==> src/rtl/periph_shell_pkg.sv <==
// Shared constants for the Lycan USB peripheral shells.
// Provides the packet/address widths, the broadcast address and a FIFO pointer-width helper.
package lycan_globals;

  localparam int usb_packet_width     = 32;
  localparam int periph_address_width = 3;

  // All-ones at any width it is truncated to, so it serves every ADDR_W.
  localparam int periph_bcast_address = '1;

  // One extra pointer bit separates the full and empty states when the index bits match.
  function automatic int fifo_ptr_w(input int depth);
    return $clog2(depth) + 1;
  endfunction

endpackage

==> src/rtl/periph_shell_if.sv <==
// USB-router side of a peripheral shell: TX packets in, address-tagged RX packets out.
// master = USB router, slave = peripheral shell.
interface periph_shell_if
  import lycan_globals::*;
#(
  parameter int PKT_W = usb_packet_width
);

  logic [PKT_W-1:0] tx_data;
  logic             tx_valid;
  logic             tx_full;
  logic [PKT_W-1:0] rx_data;
  logic             rx_read;
  logic             rx_empty;
  logic             rx_almost_full;
  logic             rx_full;

  modport master (
    output tx_data, tx_valid, rx_read,
    input  tx_full, rx_data, rx_empty, rx_almost_full, rx_full
  );

  modport slave (
    input  tx_data, tx_valid, rx_read,
    output tx_full, rx_data, rx_empty, rx_almost_full, rx_full
  );

endinterface

==> src/rtl/periph_shell_sync_fifo.sv <==
// First-word fall-through synchronous FIFO with registered empty/full/almost-full flags.
// DEPTH must be a power of two; pointers carry one extra wrap bit.
module periph_sync_fifo
  import lycan_globals::*;
#(
  parameter int WIDTH = 29,
  parameter int DEPTH = 16,
  parameter int AFULL = DEPTH
) (
  input  logic             clk,
  input  logic             rst_n,
  input  logic             wr_en,
  input  logic [WIDTH-1:0] wr_data,
  input  logic             rd_en,
  output logic [WIDTH-1:0] rd_data,
  output logic             empty,
  output logic             full,
  output logic             almost_full
);

  localparam int AW = $clog2(DEPTH);
  localparam int PW = fifo_ptr_w(DEPTH);

  logic [WIDTH-1:0] mem [DEPTH];
  logic [PW-1:0]    wr_ptr, rd_ptr;
  logic [PW-1:0]    wr_nxt, rd_nxt, used_nxt;
  logic             do_wr, do_rd;

  // Full blocks a write even when a read frees a slot in the same cycle.
  assign do_wr = wr_en & ~full;
  assign do_rd = rd_en & ~empty;

  // NOTE: every always_comb output gets a default first so no path can infer a latch.
  always_comb begin
    wr_nxt   = wr_ptr + PW'(do_wr);
    rd_nxt   = rd_ptr + PW'(do_rd);
    used_nxt = wr_nxt - rd_nxt;
  end

  // NOTE: sequential state uses non-blocking assignments so every register samples pre-edge values.
  always_ff @(posedge clk or negedge rst_n) begin
    if (!rst_n) begin
      wr_ptr      <= '0;
      rd_ptr      <= '0;
      empty       <= 1'b1;
      full        <= 1'b0;
      almost_full <= 1'b0;
    end else begin
      wr_ptr      <= wr_nxt;
      rd_ptr      <= rd_nxt;
      empty       <= (wr_nxt == rd_nxt);
      full        <= (wr_nxt[AW] != rd_nxt[AW]) && (wr_nxt[AW-1:0] == rd_nxt[AW-1:0]);
      almost_full <= (used_nxt >= PW'(AFULL));
    end
  end

  // NOTE: storage is deliberately not reset; the pointers alone define which entries are valid.
  always_ff @(posedge clk) begin
    if (do_wr) mem[wr_ptr[AW-1:0]] <= wr_data;
  end

  // Head is shown only while valid so the data output reads zero when empty.
  assign rd_data = empty ? '0 : mem[rd_ptr[AW-1:0]];

endmodule

==> src/rtl/periph_shell.sv <==
// Static peripheral shell: address-filtered TX FIFO, address-tagged RX FIFO and post-reset quiet period.
// Optional drop counters are built when PERIPH_SHELL_STATS_EN is defined.
module periph_shell
  import lycan_globals::*;
#(
  parameter int                PKT_W        = usb_packet_width,
  parameter int                ADDR_W       = periph_address_width,
  parameter logic [ADDR_W-1:0] ADDRESS      = '0,
  parameter bit                BCAST_EN     = 1'b1,
  parameter int                TX_DEPTH     = 16,
  parameter int                RX_DEPTH     = 16,
  parameter int                RX_AFULL     = 12,
  parameter int                READY_CYCLES = 63
) (
  input  logic                    clk,
  input  logic                    rst_n,
  periph_shell_if.slave           usb,
  output logic [PKT_W-ADDR_W-1:0] core_tx_data,
  output logic                    core_tx_empty,
  input  logic                    core_tx_rden,
  input  logic [PKT_W-ADDR_W-1:0] core_rx_data,
  input  logic                    core_rx_wren,
  output logic                    core_rx_full,
  output logic                    ready
`ifdef PERIPH_SHELL_STATS_EN
  ,
  output logic [15:0]             tx_drop_cnt,
  output logic [15:0]             rx_drop_cnt
`endif
);

  localparam int                PAY_W      = PKT_W - ADDR_W;
  localparam int                CNT_W      = $clog2(READY_CYCLES + 2);
  localparam logic [ADDR_W-1:0] BCAST_ADDR = ADDR_W'(periph_bcast_address);

  logic [ADDR_W-1:0] tx_addr;
  logic              tx_match;
  logic [CNT_W-1:0]  cnt, cnt_nxt;
  logic              ready_q;
  logic              tx_fifo_empty, tx_fifo_full, tx_afull_unused;
  logic              rx_fifo_empty, rx_fifo_full;
  logic [PAY_W-1:0]  rx_payload;

  assign tx_addr  = usb.tx_data[PKT_W-1 -: ADDR_W];
  assign tx_match = (tx_addr == ADDRESS) || (BCAST_EN && (tx_addr == BCAST_ADDR));

  // Quiet counter saturates at READY_CYCLES; ready is registered off the next count.
  always_comb begin
    cnt_nxt = cnt;
    if (cnt != CNT_W'(READY_CYCLES)) cnt_nxt = cnt + CNT_W'(1);
  end

  always_ff @(posedge clk or negedge rst_n) begin
    if (!rst_n) begin
      cnt     <= '0;
      ready_q <= 1'b0;
    end else begin
      cnt     <= cnt_nxt;
      ready_q <= (cnt_nxt == CNT_W'(READY_CYCLES));
    end
  end

  assign ready = ready_q;

  periph_sync_fifo #(
    .WIDTH (PAY_W),
    .DEPTH (TX_DEPTH),
    .AFULL (TX_DEPTH)
  ) u_tx_fifo (
    .clk         (clk),
    .rst_n       (rst_n),
    .wr_en       (usb.tx_valid & ready_q & tx_match),
    .wr_data     (usb.tx_data[PAY_W-1:0]),
    .rd_en       (core_tx_rden & ready_q),
    .rd_data     (core_tx_data),
    .empty       (tx_fifo_empty),
    .full        (tx_fifo_full),
    .almost_full (tx_afull_unused)
  );

  periph_sync_fifo #(
    .WIDTH (PAY_W),
    .DEPTH (RX_DEPTH),
    .AFULL (RX_AFULL)
  ) u_rx_fifo (
    .clk         (clk),
    .rst_n       (rst_n),
    .wr_en       (core_rx_wren & ready_q),
    .wr_data     (core_rx_data),
    .rd_en       (usb.rx_read),
    .rd_data     (rx_payload),
    .empty       (rx_fifo_empty),
    .full        (rx_fifo_full),
    .almost_full (usb.rx_almost_full)
  );

  // Until the quiet period ends both producers see back-pressure and the core sees no data.
  assign usb.tx_full    = tx_fifo_full | ~ready_q;
  assign core_tx_empty  = tx_fifo_empty | ~ready_q;
  assign core_rx_full   = rx_fifo_full | ~ready_q;
  assign usb.rx_full    = rx_fifo_full;
  assign usb.rx_empty   = rx_fifo_empty;
  assign usb.rx_data    = rx_fifo_empty ? '0 : {ADDRESS, rx_payload};

`ifdef PERIPH_SHELL_STATS_EN
  // Only address-matching TX traffic counts; packets for other shells are not drops.
  always_ff @(posedge clk or negedge rst_n) begin
    if (!rst_n) begin
      tx_drop_cnt <= '0;
      rx_drop_cnt <= '0;
    end else begin
      if (usb.tx_valid && tx_match && (tx_fifo_full || !ready_q) && (tx_drop_cnt != 16'hFFFF))
        tx_drop_cnt <= tx_drop_cnt + 16'd1;
      if (core_rx_wren && (rx_fifo_full || !ready_q) && (rx_drop_cnt != 16'hFFFF))
        rx_drop_cnt <= rx_drop_cnt + 16'd1;
    end
  end
`endif

endmodule

==> src/flat_wrapper.sv <==
// flat-port wrapper written by rule: the top's interface ports become plain ports
module periph_shell_flat import lycan_globals::*;
#(
  parameter int                PKT_W        = usb_packet_width,
  parameter int                ADDR_W       = periph_address_width,
  parameter logic [ADDR_W-1:0] ADDRESS      = '0,
  parameter bit                BCAST_EN     = 1'b1,
  parameter int                TX_DEPTH     = 16,
  parameter int                RX_DEPTH     = 16,
  parameter int                RX_AFULL     = 12,
  parameter int                READY_CYCLES = 63
)
  (clk, rst_n, core_tx_data, core_tx_empty, core_tx_rden, core_rx_data, core_rx_wren, core_rx_full, ready, usb_tx_data, usb_tx_valid, usb_rx_read, usb_tx_full, usb_rx_data, usb_rx_empty, usb_rx_almost_full, usb_rx_full);
  periph_shell_if #(.PKT_W(PKT_W)) usb_i ();
  input  logic clk;
  input  logic rst_n;
  output logic [PKT_W-ADDR_W-1:0] core_tx_data;
  output logic core_tx_empty;
  input  logic core_tx_rden;
  input  logic [PKT_W-ADDR_W-1:0] core_rx_data;
  input  logic core_rx_wren;
  output logic core_rx_full;
  output logic ready;
  input wire logic [$bits(usb_i.tx_data)-1:0] usb_tx_data;
  input wire logic [$bits(usb_i.tx_valid)-1:0] usb_tx_valid;
  input wire logic [$bits(usb_i.rx_read)-1:0] usb_rx_read;
  output wire logic [$bits(usb_i.tx_full)-1:0] usb_tx_full;
  output wire logic [$bits(usb_i.rx_data)-1:0] usb_rx_data;
  output wire logic [$bits(usb_i.rx_empty)-1:0] usb_rx_empty;
  output wire logic [$bits(usb_i.rx_almost_full)-1:0] usb_rx_almost_full;
  output wire logic [$bits(usb_i.rx_full)-1:0] usb_rx_full;
  assign usb_i.tx_data = usb_tx_data;
  assign usb_i.tx_valid = usb_tx_valid;
  assign usb_i.rx_read = usb_rx_read;
  assign usb_tx_full = usb_i.tx_full;
  assign usb_rx_data = usb_i.rx_data;
  assign usb_rx_empty = usb_i.rx_empty;
  assign usb_rx_almost_full = usb_i.rx_almost_full;
  assign usb_rx_full = usb_i.rx_full;
  periph_shell #(.PKT_W(PKT_W), .ADDR_W(ADDR_W), .ADDRESS(ADDRESS), .BCAST_EN(BCAST_EN), .TX_DEPTH(TX_DEPTH), .RX_DEPTH(RX_DEPTH), .RX_AFULL(RX_AFULL), .READY_CYCLES(READY_CYCLES)) u_core (.clk(clk), .rst_n(rst_n), .usb(usb_i), .core_tx_data(core_tx_data), .core_tx_empty(core_tx_empty), .core_tx_rden(core_tx_rden), .core_rx_data(core_rx_data), .core_rx_wren(core_rx_wren), .core_rx_full(core_rx_full), .ready(ready));
endmodule
==> config.mk <==
export PLATFORM = sky130hd
export DESIGN_NAME = periph_shell_flat
export DESIGN_NICKNAME = d
export VERILOG_FILES = /design/src/rtl/periph_shell_pkg.sv /design/src/rtl/periph_shell_if.sv /design/src/rtl/periph_shell_sync_fifo.sv /design/src/rtl/periph_shell.sv /design/src/flat_wrapper.sv
export SDC_FILE = /design/constraint.sdc
export NUM_CORES = 1
export LEC_CHECK = 0
export BUFFER_PORTS_ARGS = -buffer_cell sky130_fd_sc_hd__buf_2
export CORE_MARGIN = 10
export CORE_UTILIZATION = 35
export CTS_CLUSTER_DIAMETER = 60
export DETAILED_ROUTE_END_ITERATION = 6
export SYNTH_ARGS = -nofsm -noshare
export SYNTH_HDL_FRONTEND = slang
export SYNTH_SLANG_ARGS = --single-unit
export TNS_END_PERCENT = 10
==> constraint.sdc <==
create_clock -name clk -period 6.5 [get_ports clk]
set_input_delay 0.325 -clock clk [delete_from_list [all_inputs] [get_ports clk]]
set_output_delay 0.325 -clock clk [all_outputs]
set_load 0.01 [all_outputs]
* After elaboration in Yosys (flattened, before gate mapping)
Memory sizes are Yosys's and may differ from the RTL's.
Index checks and enable logic that the tools add are counted.
** Storage, ports and cells
- Flip-flop bits (word level) :: 33
- Memory bits (writable) :: 928
- Input bits :: 67
- Output and inout bits :: 68
- Memories kept :: 2
** Operators by class
- Add/sub/neg operators :: 6
- Magnitude comparators :: 1
- Equality and inequality tests :: 9
- Multiplexer cells :: 7
- Bitwise gates (word level) :: 16
- Reductions and logical operators :: 4
** Memory list
- u_core.u_rx_fifo.mem :: words 16, bits a word 29, read ports 1, clocked after Yosys merged registers in 0, write ports 1, RTL line periph_shell_sync_fifo.sv:24 : logic [WIDTH-1:0] mem [DEPTH];
- u_core.u_tx_fifo.mem :: words 16, bits a word 29, read ports 1, clocked after Yosys merged registers in 0, write ports 1, RTL line periph_shell_sync_fifo.sv:24
** Operators by type and width (count)
- two-way mux 29 bit :: 2
- adder 5 x 1 -> 5 bit :: 4
- == test 5 bit :: 2
- bitwise AND 1 bit :: 8
- == test 4 bit :: 2
- adder 7 x 1 -> 7 bit (second input constant) :: 1
- == test 7 x 6 -> 1 bit (second input constant) :: 1
- two-way mux 7 bit :: 1
- inequality test 7 x 6 -> 1 bit (second input constant) :: 1
- >= comparator 5 x 4 -> 1 bit (second input constant) :: 1
- NOT 1 bit :: 5
- subtractor 5 bit :: 1
- two-way mux 1 bit :: 4
- == test 3 bit (second input constant) :: 1
- logical NOT 3 bit :: 1
- OR 1 bit :: 3
- logical AND 1 bit :: 2
- inequality test 1 bit :: 2
- logical OR 1 bit :: 1

* Logic depth before layout (Yosys ltp)
Gate-level depths: netlist of run 1.
- Depth after elaboration :: 7
- Mapped depth :: 13
- Gate-level depth less buffers :: 13

* Cells and area by module
A second synthesis of run 1 with hierarchy kept.
** Unflattened totals
- Cell total of the unflattened synthesis :: 1595
- Area, all modules :: 37320.8 um^2
** Modules (own cells, without submodules)
- periph_sync_fifo (u_core.u_rx_fifo) :: times used 1, cells each 758, area an instance 18358.9 um^2
- periph_sync_fifo (u_core.u_tx_fifo) :: times used 1, cells each 755, area an instance 18301.3 um^2
- periph_shell :: times used 1, cells each 82, area an instance 660.6 um^2

* Least setup slack after synthesis of run 1
OpenSTA, ideal clock, no wires.
- Path type :: input-to-reg
- Start point :: input port usb_tx_data[30]
- End point :: memory u_core.u_tx_fifo.mem[0][0], enable pin
- Library setup time :: 0.451 ns
- Arrival :: 3.384 ns
- Data required time :: 6.049 ns
- Path slack :: 2.665 ns
- Cell stages on the path :: 5
- Buffers on the path :: 0
- Cells stage by stage :: or3_1 > a211oi_1 > nor2b_1 > nand2b_1 > nor3_1
** Between the ends
- Longest elaborated chain between the ends :: 6
** RTL lines
- from (decl) :: RTL line flat_wrapper.sv:24 : input wire logic [$bits(usb_i.tx_data)-1:0] usb_tx_data;
- == test 3 bit or logical NOT 3 bit (tied branches) :: RTL line periph_shell.sv:45 : assign tx_match = (tx_addr == ADDRESS) || (BCAST_EN && (tx_addr == BCAST_ADDR));
- logical OR 1 bit * :: RTL line periph_shell.sv:45
- bitwise AND 1 bit * :: RTL line periph_shell.sv:72 : .wr_en (usb.tx_valid & ready_q & tx_match),
- bitwise AND 1 bit * :: RTL line periph_shell_sync_fifo.sv:30 : assign do_wr = wr_en & ~full;
- two-way mux 1 bit * :: RTL line periph_shell_sync_fifo.sv:59 : if (do_wr) mem[wr_ptr[AW-1:0]] <= wr_data;
- two-way mux 1 bit (implied by the code) * :: RTL line periph_shell_sync_fifo.sv:59
- to (decl) :: RTL line periph_shell_sync_fifo.sv:24
Every way passes the cells marked *; elsewhere a longest branch is shown, timed or not.

* Worst setup path after layout of run 1
- Start point :: register u_core.u_rx_fifo.rd_ptr[1]
- End point :: output port usb_rx_data[11]
** Between the ends
- Longest elaborated chain between the ends :: 2
** RTL lines
- from (decl) :: RTL line periph_shell_sync_fifo.sv:25 : logic [PW-1:0] wr_ptr, rd_ptr;
- from (signal assigned) :: RTL line periph_shell_sync_fifo.sv:50 : rd_ptr <= rd_nxt;
- memory (16 x 29 bit)
- two-way mux 29 bit :: RTL line periph_shell.sv:103 : assign usb.rx_data = rx_fifo_empty ? '0 : {ADDRESS, rx_payload};
- to (decl) :: RTL line flat_wrapper.sv:28 : output wire logic [$bits(usb_i.rx_data)-1:0] usb_rx_data;
No other way between the ends.

==> results.sh, run 1 <==
export IMPL_worst_setup_path_start_kind="register"
export IMPL_worstPathRequired_ns=6.17
export IMPL_first_iter_violations=1596
export IMPL_first_global_vias=18100
export IMPL_power_density_nw_per_um2=344
export IMPL_min_to="u_core.u_tx_fifo.mem[15][16]"
export IMPL_cts_tree="yes"
export IMPL_synth_common_cells="edfxtp_1 (928), mux4_2 (290), nor2b_1 (63)"
export IMPL_io_pins=135
export IMPL_h_tree_depth=3
export IMPL_met2_usage_pct=22.8
export IMPL_r2r_start="u_core.u_rx_fifo.empty"
export IMPL_grt_use_met3_pct=2.94
export IMPL_track_usage_pct=13.5
export IMPL_fillCellCount=9141
export IMPL_fin_crit_sh_pct=65.3
export IMPL_dr_pass1_iters=5
export IMPL_numCtsBuffers=99
export IMPL_wl_per_cell_um=25.0
export IMPL_via_count=16800
export IMPL_r2r_slack_ns=3.37
export IMPL_ir_drop_uv=378
export IMPL_layout_drive_gt1_share_pct=33.4
export IMPL_cts_root_buf="clkbuf_16"
export IMPL_yosysMostFrequentCell="edfxtp_1"
export IMPL_fin_util_pct=41.1
export IMPL_tightestPinTransition_ns=1.32
export IMPL_area_growth_syn_to_layout_pct=16.8
export IMPL_min_from="usb_tx_data[16]"
export IMPL_fin_setup_tns_ns=0
export IMPL_die_x_um=345
export IMPL_fin_skew_ns=0.0354
export IMPL_arrival_ns=3.92
export IMPL_rr_worst_depth=10
export IMPL_end_kind="primary output"
export IMPL_multiInputGateArea_um2=8050
export IMPL_ys_warnings_count=0
export IMPL_layout_nets=1870
export IMPL_top_usage_layer="met2"
export IMPL_cts_sinks=961
export IMPL_grt_start_max_net_pins=118
export IMPL_rr_endpoint="u_core.u_rx_fifo.almost_full"
export IMPL_use_met1_pct=17.4
export IMPL_finalCriticalPeriod_ns=4.25
export IMPL_slew_headroom_pct=12.0
export IMPL_synth_cell_types=35
export IMPL_finalHoldViolCount=0
export IMPL_final_max_slew_viol_count=0
export IMPL_synth_top_cell_by_area="edfxtp_1"
export IMPL_io_buffers=131
export IMPL_clock_latency_ns=0.70
export IMPL_netlist_area_um2=37000
export IMPL_clock_path_buffers=3
export IMPL_grt_pass1_wl_mm=122
export IMPL_avgSynthCellArea_um2=23.9
export IMPL_path_clk_slew_ns=0.06
export IMPL_rsz0062_at_grt="no"
export IMPL_post_cts_buffers=0
export IMPL_path_max_fanout=67
export IMPL_ant_nets=0
export IMPL_wirelength_mm=81.8
export IMPL_antenna_found_initial=6
export IMPL_setup_viol=0
export IMPL_dp_hpwl_mm=42.4
export IMPL_synthesis_instances=1550
export IMPL_async_flop_share_pct=3.43
export IMPL_ys_seq_area_share_pct=77.6
export IMPL_max_freq_mhz=236
export IMPL_core_area_um2=105000
export IMPL_min_path_cells=1
export IMPL_die_height_um=345
export IMPL_synth_flop_cell="edfxtp_1"
export IMPL_ys_ff_latch=961
export IMPL_netlist_area_leader_share_pct=75.3
export IMPL_viasPerCell=5.13
export IMPL_status="finished clean"
export IMPL_p_leak_uw=0.0136
export IMPL_grt_ovfl_total=0
export IMPL_rows=119
export IMPL_seq_area_um2=28700
export IMPL_hp_class="primary input to register"
export IMPL_synth_enable_flop_cells=928
export IMPL_die_area_um2=119000
export IMPL_gp_congestion=0.708
export IMPL_drc=0
export IMPL_antenna_cells=0
export IMPL_drv_cap=0
export IMPL_synthTopCellsByArea="edfxtp_1 (75%), mux4_2 (18%), dfrtp_1 (2.1%)"
export IMPL_initial_utilization_pct=35.2
export IMPL_criticalPathCategory="register to primary output"
critical path, cell delays in order (launching register included):
cell and delay [ns]:
dfrtp_4 1.11, buf_4 0.73, mux4_2 0.41, mux4_2 0.47
nor2b_1 0.18, buf_2 0.21
per-stage QoR:
step / instance area (um^2) / hold slack (ns) / instances / power (uW) / setup WS (ns)
after global placement: 39500 / 0.465 / 3025 / 9510 / 2.97
after detailed placement: 39500 / 0.474 / 3025 / 9540 / 2.96
after global routing: 43200 / 0.0192 / 3268 / 15400 / 2.10
after floorplan: 37000 / 0.0294 / 1552 / 8780 / 2.67
after CTS: 43200 / 0.00275 / 3267 / 15000 / 2.23
final: 43200 / 0.0390 / 3268 / 14800 / 2.25
report_power, final:
part / leakage, uW / switching [uW] / internal (uW)
clock network: 0.00152 / 2370 / 3090
logic: 0.00336 / 1060 / 1280
registers: 0.00875 / 233 / 6820
total: 0.0136 / 3660 / 11200
area by class of cell:
class	count	share of cell area, %
tap	1391	4.03
timing repair buffer	215	3.38
inverter	15	0.130
multi-input combinational	498	18.6
clock inverter	66	1.38
sequential	961	66.5
clock buffer	122	5.98
layout by cell type (no fill, tap or decap), drive strengths merged:
cell,count
nor2b,63
or2,1
nand3b,1
o21ai,3
dlygate4sd3,54
ha,12
and3,4
xor2,15
bufinv,6
clkinvlp,4
a221o,1
nand2,13
inv,18
nor2,35
o21a,3
clkbuf,122
mux2,1
fa,1
and4,1
nor3b,1
mux4,290
edfxtp,928
xnor2,7
nor3,9
conb,3
o211ai,1
or4,1
clkinv,53
a21oi,3
buf,161
or3,3
dfrtp,31
a211oi,2
nand2b,8
nand3,16
dfstp,2
worst max-delay path by stage:
stage,from,end,slack (ns)
after global placement,u_core.u_rx_fifo.rd_ptr[1],usb_rx_data[11],2.97
final,u_core.u_rx_fifo.rd_ptr[1],usb_rx_data[11],2.25
after floorplan,usb_tx_data[30],u_core.u_tx_fifo.mem[0][0],2.67
after CTS,u_core.u_rx_fifo.rd_ptr[1],usb_rx_data[11],2.23
after global routing,u_core.u_rx_fifo.rd_ptr[1],usb_rx_data[11],2.10
after detailed placement,u_core.u_rx_fifo.rd_ptr[1],usb_rx_data[11],2.96
layer usage:
layer,wire (um),vias up
met5,22,-
met4,1900,4
met3,4530,108
met2,41400,501
met1,33900,9108
li1,-,7050
kinds of logic (layout without fill, tap and decap cells):
logic type      Yosys count  after routing  synth area share, %
buf+inv                  93            418                 1.26
xor+xnor                 22             22                0.521
flops                   961            961                 77.6
other cells               1              3               0.0101
mux                     291            291                 17.7
fa+ha+maj                13             13                0.460
compound gates           13             13                0.230
simple gates            156            156                 2.25
flip-flops by register name, summed over array words and instances (netlist names):
signal / count
u_core.u_rx_fifo.empty: 1
u_core.u_rx_fifo.wr_ptr: 5
u_core.u_tx_fifo.empty: 1
u_core.u_rx_fifo.full: 1
u_core.cnt: 7
u_core.u_tx_fifo.mem: 464
u_core.u_tx_fifo.full: 1
u_core.u_tx_fifo.rd_ptr: 5
u_core.u_tx_fifo.wr_ptr: 5
u_core.u_rx_fifo.almost_full: 1
u_core.u_rx_fifo.rd_ptr: 5
u_core.ready: 1
u_core.u_rx_fifo.mem: 464
what timing repair did:
action                                 CTS  global route
resized for setup                        0             0
endpoints found under the hold margin  775             0
hold buffers                            54             0
Power figures use the tool's default switching activity.
==> run 2: changes to the inputs <==
clock period = 3.5 ns   (was 6.5 ns; I/O delays follow)
==> results.sh, run 2 (synthesized netlist as in run 1, its figures left out) <==
export IMPL_final_cell_mix="edfxtp_1 (928), mux4_2 (290), buf_2 (131)"
export IMPL_finalHoldViolCount=0
export IMPL_area_growth_syn_to_layout_pct=18.0
export IMPL_setup_viol=0
export IMPL_grt_pass1_wl_mm=122
export IMPL_die_height_um=345
export IMPL_dpl_worst_slack_ns=0.649
export IMPL_layout_drive_gt1_share_pct=34.4
export IMPL_core_area_um2=105000
export IMPL_drc=0
export IMPL_initial_utilization_pct=35.2
export IMPL_dr_pass1_iters=5
export IMPL_first_iter_violations=1388
export IMPL_worst_setup_path_start_kind="register"
export IMPL_cts_tree="yes"
export IMPL_finalCriticalPeriod_ns=3.31
export IMPL_final_max_slew_viol_count=0
export IMPL_io_pins=135
export IMPL_drv_cap=0
export IMPL_grt_ovfl_total=0
export IMPL_clock_path_buffers=3
export IMPL_final_common_cell="edfxtp_1"
export IMPL_status="finished clean"
export IMPL_track_usage_pct=13.6
export IMPL_dp_hpwl_mm=44.2
export IMPL_die_x_um=345
export IMPL_via_count=16900
export IMPL_h_tree_depth=3
export IMPL_slowest_delay_ns=0.68
export IMPL_gp_congestion=0.730
export IMPL_wl_per_cell_um=25.0
export IMPL_numCtsBuffers=95
export IMPL_worst_slack_ns=0.191
export IMPL_cts_root_buf="clkbuf_16"
export IMPL_cts_resized=0
export IMPL_power_density_nw_per_um2=622
export IMPL_ir_drop_uv=440
export IMPL_fin_skew_ns=0.0318
export IMPL_end_kind="primary output"
export IMPL_viasPerCell=5.13
export IMPL_arrival_ns=3.13
export IMPL_clock_latency_ns=0.68
export IMPL_worstPathRequired_ns=3.32
export IMPL_hp_class="primary input to asynchronous set/reset pin"
export IMPL_cts_sinks=961
export IMPL_criticalPathCategory="register to primary output"
export IMPL_layout_nets=1908
export IMPL_antenna_found_initial=5
export IMPL_fin_setup_tns_ns=0
export IMPL_fin_crit_sh_pct=94.5
export IMPL_ant_nets=0
export IMPL_rows=119
export IMPL_critPathSlowestCell="dfrtp_4"
export IMPL_worstPathCellList="buf_12, mux4_2, mux4_2, nor2b_1, buf_2"
export IMPL_max_freq_mhz=302
export IMPL_path_clk_slew_ns=0.06
export IMPL_die_area_um2=119000
export IMPL_cpMostUsedCell="mux4_2"
export IMPL_first_global_vias=18100
export IMPL_wirelength_mm=82.4
export IMPL_grt_start_max_net_pins=54
export IMPL_io_buffers=131
export IMPL_path_max_fanout=37
export IMPL_p_leak_uw=0.0138
export IMPL_power_uw=27100
export IMPL_slew_headroom_pct=48.7
export IMPL_rsz0062_at_grt="no"
export IMPL_tightestPinTransition_ns=0.770
==> run 2: worst paths after layout <==
kind / from / end / slack (ns) / cells past startpoint
max reg2reg: u_core.u_rx_fifo.full / u_core.u_rx_fifo.almost_full / 0.84 / 11
min reg2reg: u_core.u_rx_fifo.wr_ptr[4] / u_core.u_rx_fifo.wr_ptr[4] / 0.51 / 2
min: rst_n / u_core.ready / 0.14 / 2
max: u_core.u_tx_fifo.rd_ptr[0] / core_tx_data[7] / 0.19 / 5
max in group asynchronous: rst_n / u_core.u_rx_fifo.rd_ptr[0] / 2.78 / 2
min in group clk: core_tx_rden / u_core.u_tx_fifo.rd_ptr[0] / 0.18 / 4
==> run 2: cell type report <==
| cell class | instances | area [um^2] |
|---|---|---|
| fill | 9089 | 61500 |
| multi-input combinational | 498 | 8060 |
| inverter | 15 | 56.3 |
| clock buffer | 124 | 2500 |
| tap | 1391 | 1740 |
| timing repair buffer | 257 | 2130 |
| clock inverter | 50 | 422 |
| antenna | 4 | 10.0 |
| sequential | 961 | 28700 |
==> run 2: power breakdown <==
part           internal [uW]  leakage, uW  total (uW)  switching, uW
Combinational           2480      0.00365        4690           2210
Sequential             12700      0.00875       12900            244
Clock                   5290      0.00142        9530           4230
==> run 2: critical path: cells and delay by family (launching register included) <==
kind / cells / cell delay [ns]
buf+inv: 2 / 0.54
flops: 1 / 0.68
mux: 2 / 1.01
simple gates: 1 / 0.21
==> run 2: metrics by stage <==
| stage | cells | cell area (um^2) | util [%] | hold WS, ns |
|---|---|---|---|---|
| 3_3_place_gp | 3061 | 40100 | 38.1 | 0.287 |
| 4_1_cts | 3296 | 43600 | 41.5 | 0.113 |
| 2_1_floorplan | 1552 | 37000 | - | -0.121 |
| 6_report | 3300 | 43600 | 41.5 | 0.138 |
| 3_5_place_dp | 3061 | 40100 | 38.1 | 0.292 |
| 5_1_grt | 3297 | 43600 | 41.5 | 0.156 |
==> run 2: timing repair <==
action	4_1_cts	5_1_grt
hold buffers	60	0
endpoints found under the hold margin	962	0
setup endpoints to repair	12	0
buffers inserted	1	0
==> run 2: per-layer routing <==
metal  part of all wire (%)  track usage, %
met2                     50            22.6
met5                  0.028               0
met1                     42            17.8
met3                    6.2            3.07
met4                    2.2            3.64
==> run 3: changes to the inputs <==
CORE_MARGIN = default   (was 10)
PLACE_DENSITY = 0.55   (was default)
==> results.sh, run 3 (synthesized netlist as in run 1, its figures left out) <==
export IMPL_r2r_start="u_core.u_rx_fifo.full"
export IMPL_drc=0
export IMPL_cts_tree="yes"
export IMPL_path_clk_slew_ns=0.06
export IMPL_initial_utilization_pct=35.5
export IMPL_grt_start_max_net_pins=59
export IMPL_final_max_slew_viol_count=0
export IMPL_fin_skew_ns=0.0345
export IMPL_fillCellCount=8894
export IMPL_p_leak_uw=0.0141
export IMPL_drv_cap=0
export IMPL_first_iter_violations=1331
export IMPL_antenna_found_initial=5
export IMPL_wirelength_mm=83.7
export IMPL_arrival_ns=3.15
export IMPL_track_usage_pct=15.7
export IMPL_wl_per_cell_um=25.4
export IMPL_fin_crit_sh_pct=94.9
export IMPL_io_pins=135
export IMPL_cts_resized=0
export IMPL_path_max_fanout=18
export IMPL_fin_util_pct=42.4
export IMPL_setup_viol=0
export IMPL_grt_pass1_wl_mm=123
export IMPL_final_cell_area_um2=44100
export IMPL_h_tree_depth=3
export IMPL_clock_latency_ns=0.70
export IMPL_die_x_um=327
export IMPL_die_area_um2=107000
export IMPL_power_density_nw_per_um2=640
export IMPL_ir_drop_uv=447
export IMPL_core_area_um2=104000
export IMPL_worstPathRequired_ns=3.32
export IMPL_layout_drive_gt1_share_pct=35.1
export IMPL_rr_endpoint="u_core.u_rx_fifo.almost_full"
export IMPL_r2r_slack_ns=0.70
export IMPL_min_path_cells=3
export IMPL_clock_path_buffers=3
export IMPL_layout_nets=1914
export IMPL_rsz0062_at_grt="no"
export IMPL_final_common_cell="edfxtp_1"
export IMPL_numCtsBuffers=103
export IMPL_slew_headroom_pct=47.3
export IMPL_final_cell_mix="edfxtp_1 (928), mux4_2 (290), buf_2 (131)"
export IMPL_rows=118
export IMPL_rr_worst_depth=12
export IMPL_dr_pass1_iters=5
export IMPL_die_height_um=327
export IMPL_dp_hpwl_mm=44.0
export IMPL_finalCriticalPeriod_ns=3.32
export IMPL_min_from="usb_rx_read"
export IMPL_dp_cells=3049
export IMPL_ant_nets=0
export IMPL_via_count=16800
export IMPL_hp_class="primary input to register"
export IMPL_tightestPinTransition_ns=0.791
export IMPL_startpoint="u_core.u_rx_fifo.rd_ptr[0]"
export IMPL_end_kind="primary output"
export IMPL_max_freq_mhz=301
export IMPL_viasPerCell=5.10
export IMPL_placed_cell_area_um2=40200
export IMPL_worst_setup_path_start_kind="register"
export IMPL_finalHoldViolCount=0
export IMPL_criticalPathCategory="register to primary output"
export IMPL_area_growth_syn_to_layout_pct=19.3
export IMPL_min_to="u_core.u_rx_fifo.rd_ptr[0]"
export IMPL_io_buffers=131
export IMPL_stdcell_count=3300
export IMPL_cts_sinks=961
export IMPL_cts_root_buf="clkbuf_16"
export IMPL_gp_congestion=0.711
export IMPL_status="finished clean"
export IMPL_worst_hold_slack_ns=0.0599
export IMPL_first_global_vias=18100
export IMPL_grt_ovfl_total=0
==> run 3: cell count changes in the layout (fill, tap and decap cells not counted), sizes merged <==
cell and change:
buf -1, bufinv +6, clkinv +5, diode -2, dlygate4sd3 -1, inv +4
==> run 3: stage by stage <==
step | power (uW) | setup TNS [ns] | worst slack, ns
after global placement | 17800 | 0 | 0.764
after detailed placement | 17900 | 0 | 0.709
after floorplan | 16300 | -20.23 | -0.186
after global routing | 29300 | 0 | 0.000364
after CTS | 28600 | 0 | 0.0143
final | 28300 | 0 | 0.179
==> run 3: cell type report <==
class                      count  area (um^2)  area share, %
clock buffer                 124         2670           6.04
tap                         1380         1730           3.91
sequential                   961        28700           65.1
antenna                        2         5.00         0.0113
multi-input combinational    498         8060           18.3
inverter                      15         56.3          0.128
timing repair buffer         255         2220           5.03
clock inverter                65          686           1.55
==> run 3: per-layer routing <==
metal	track usage, %	routed length, um	vias to the layer above
met4	4.61	1860	6
met5	0	40	-
met3	2.64	3610	125
met1	20.9	36100	9146
met2	26.5	42000	403
li1	-	-	7142
==> run 3: how the worst max path moves through the flow <==
stage / end / slack (ns) / depth (start not counted)
5_1_grt: usb_rx_data[2] / 0.0004 / 6
3_5_place_dp: u_core.u_tx_fifo.mem[4][4] / 0.71 / 8
4_1_cts: core_tx_data[18] / 0.01 / 5
2_1_floorplan: u_core.u_tx_fifo.mem[0][0] / -0.19 / 5
6_report: usb_rx_data[2] / 0.18 / 6
3_3_place_gp: core_tx_data[14] / 0.76 / 5
==> run 3: report_power, final <==
group	leakage [uW]	internal (uW)	switching (uW)	total, uW
clock	0.00164	6150	4530	10700
sequential	0.00875	12700	228	12900
combinational	0.00367	2470	2220	4690
==> run 3: worst max-delay path: stages (launching register included) <==
cell and delay (ns):
dfrtp_4 0.45, buf_4 0.34, buf_4 0.34, mux4_2 0.55, mux4_2 0.46, nor2b_1 0.16
buf_2 0.17
==> run 3: repair_timing <==
action	in CTS	in global routing
setup endpoints to repair	0	14
endpoints found under the hold margin	960	0
setup buffers	0	1
hold buffers	59	0
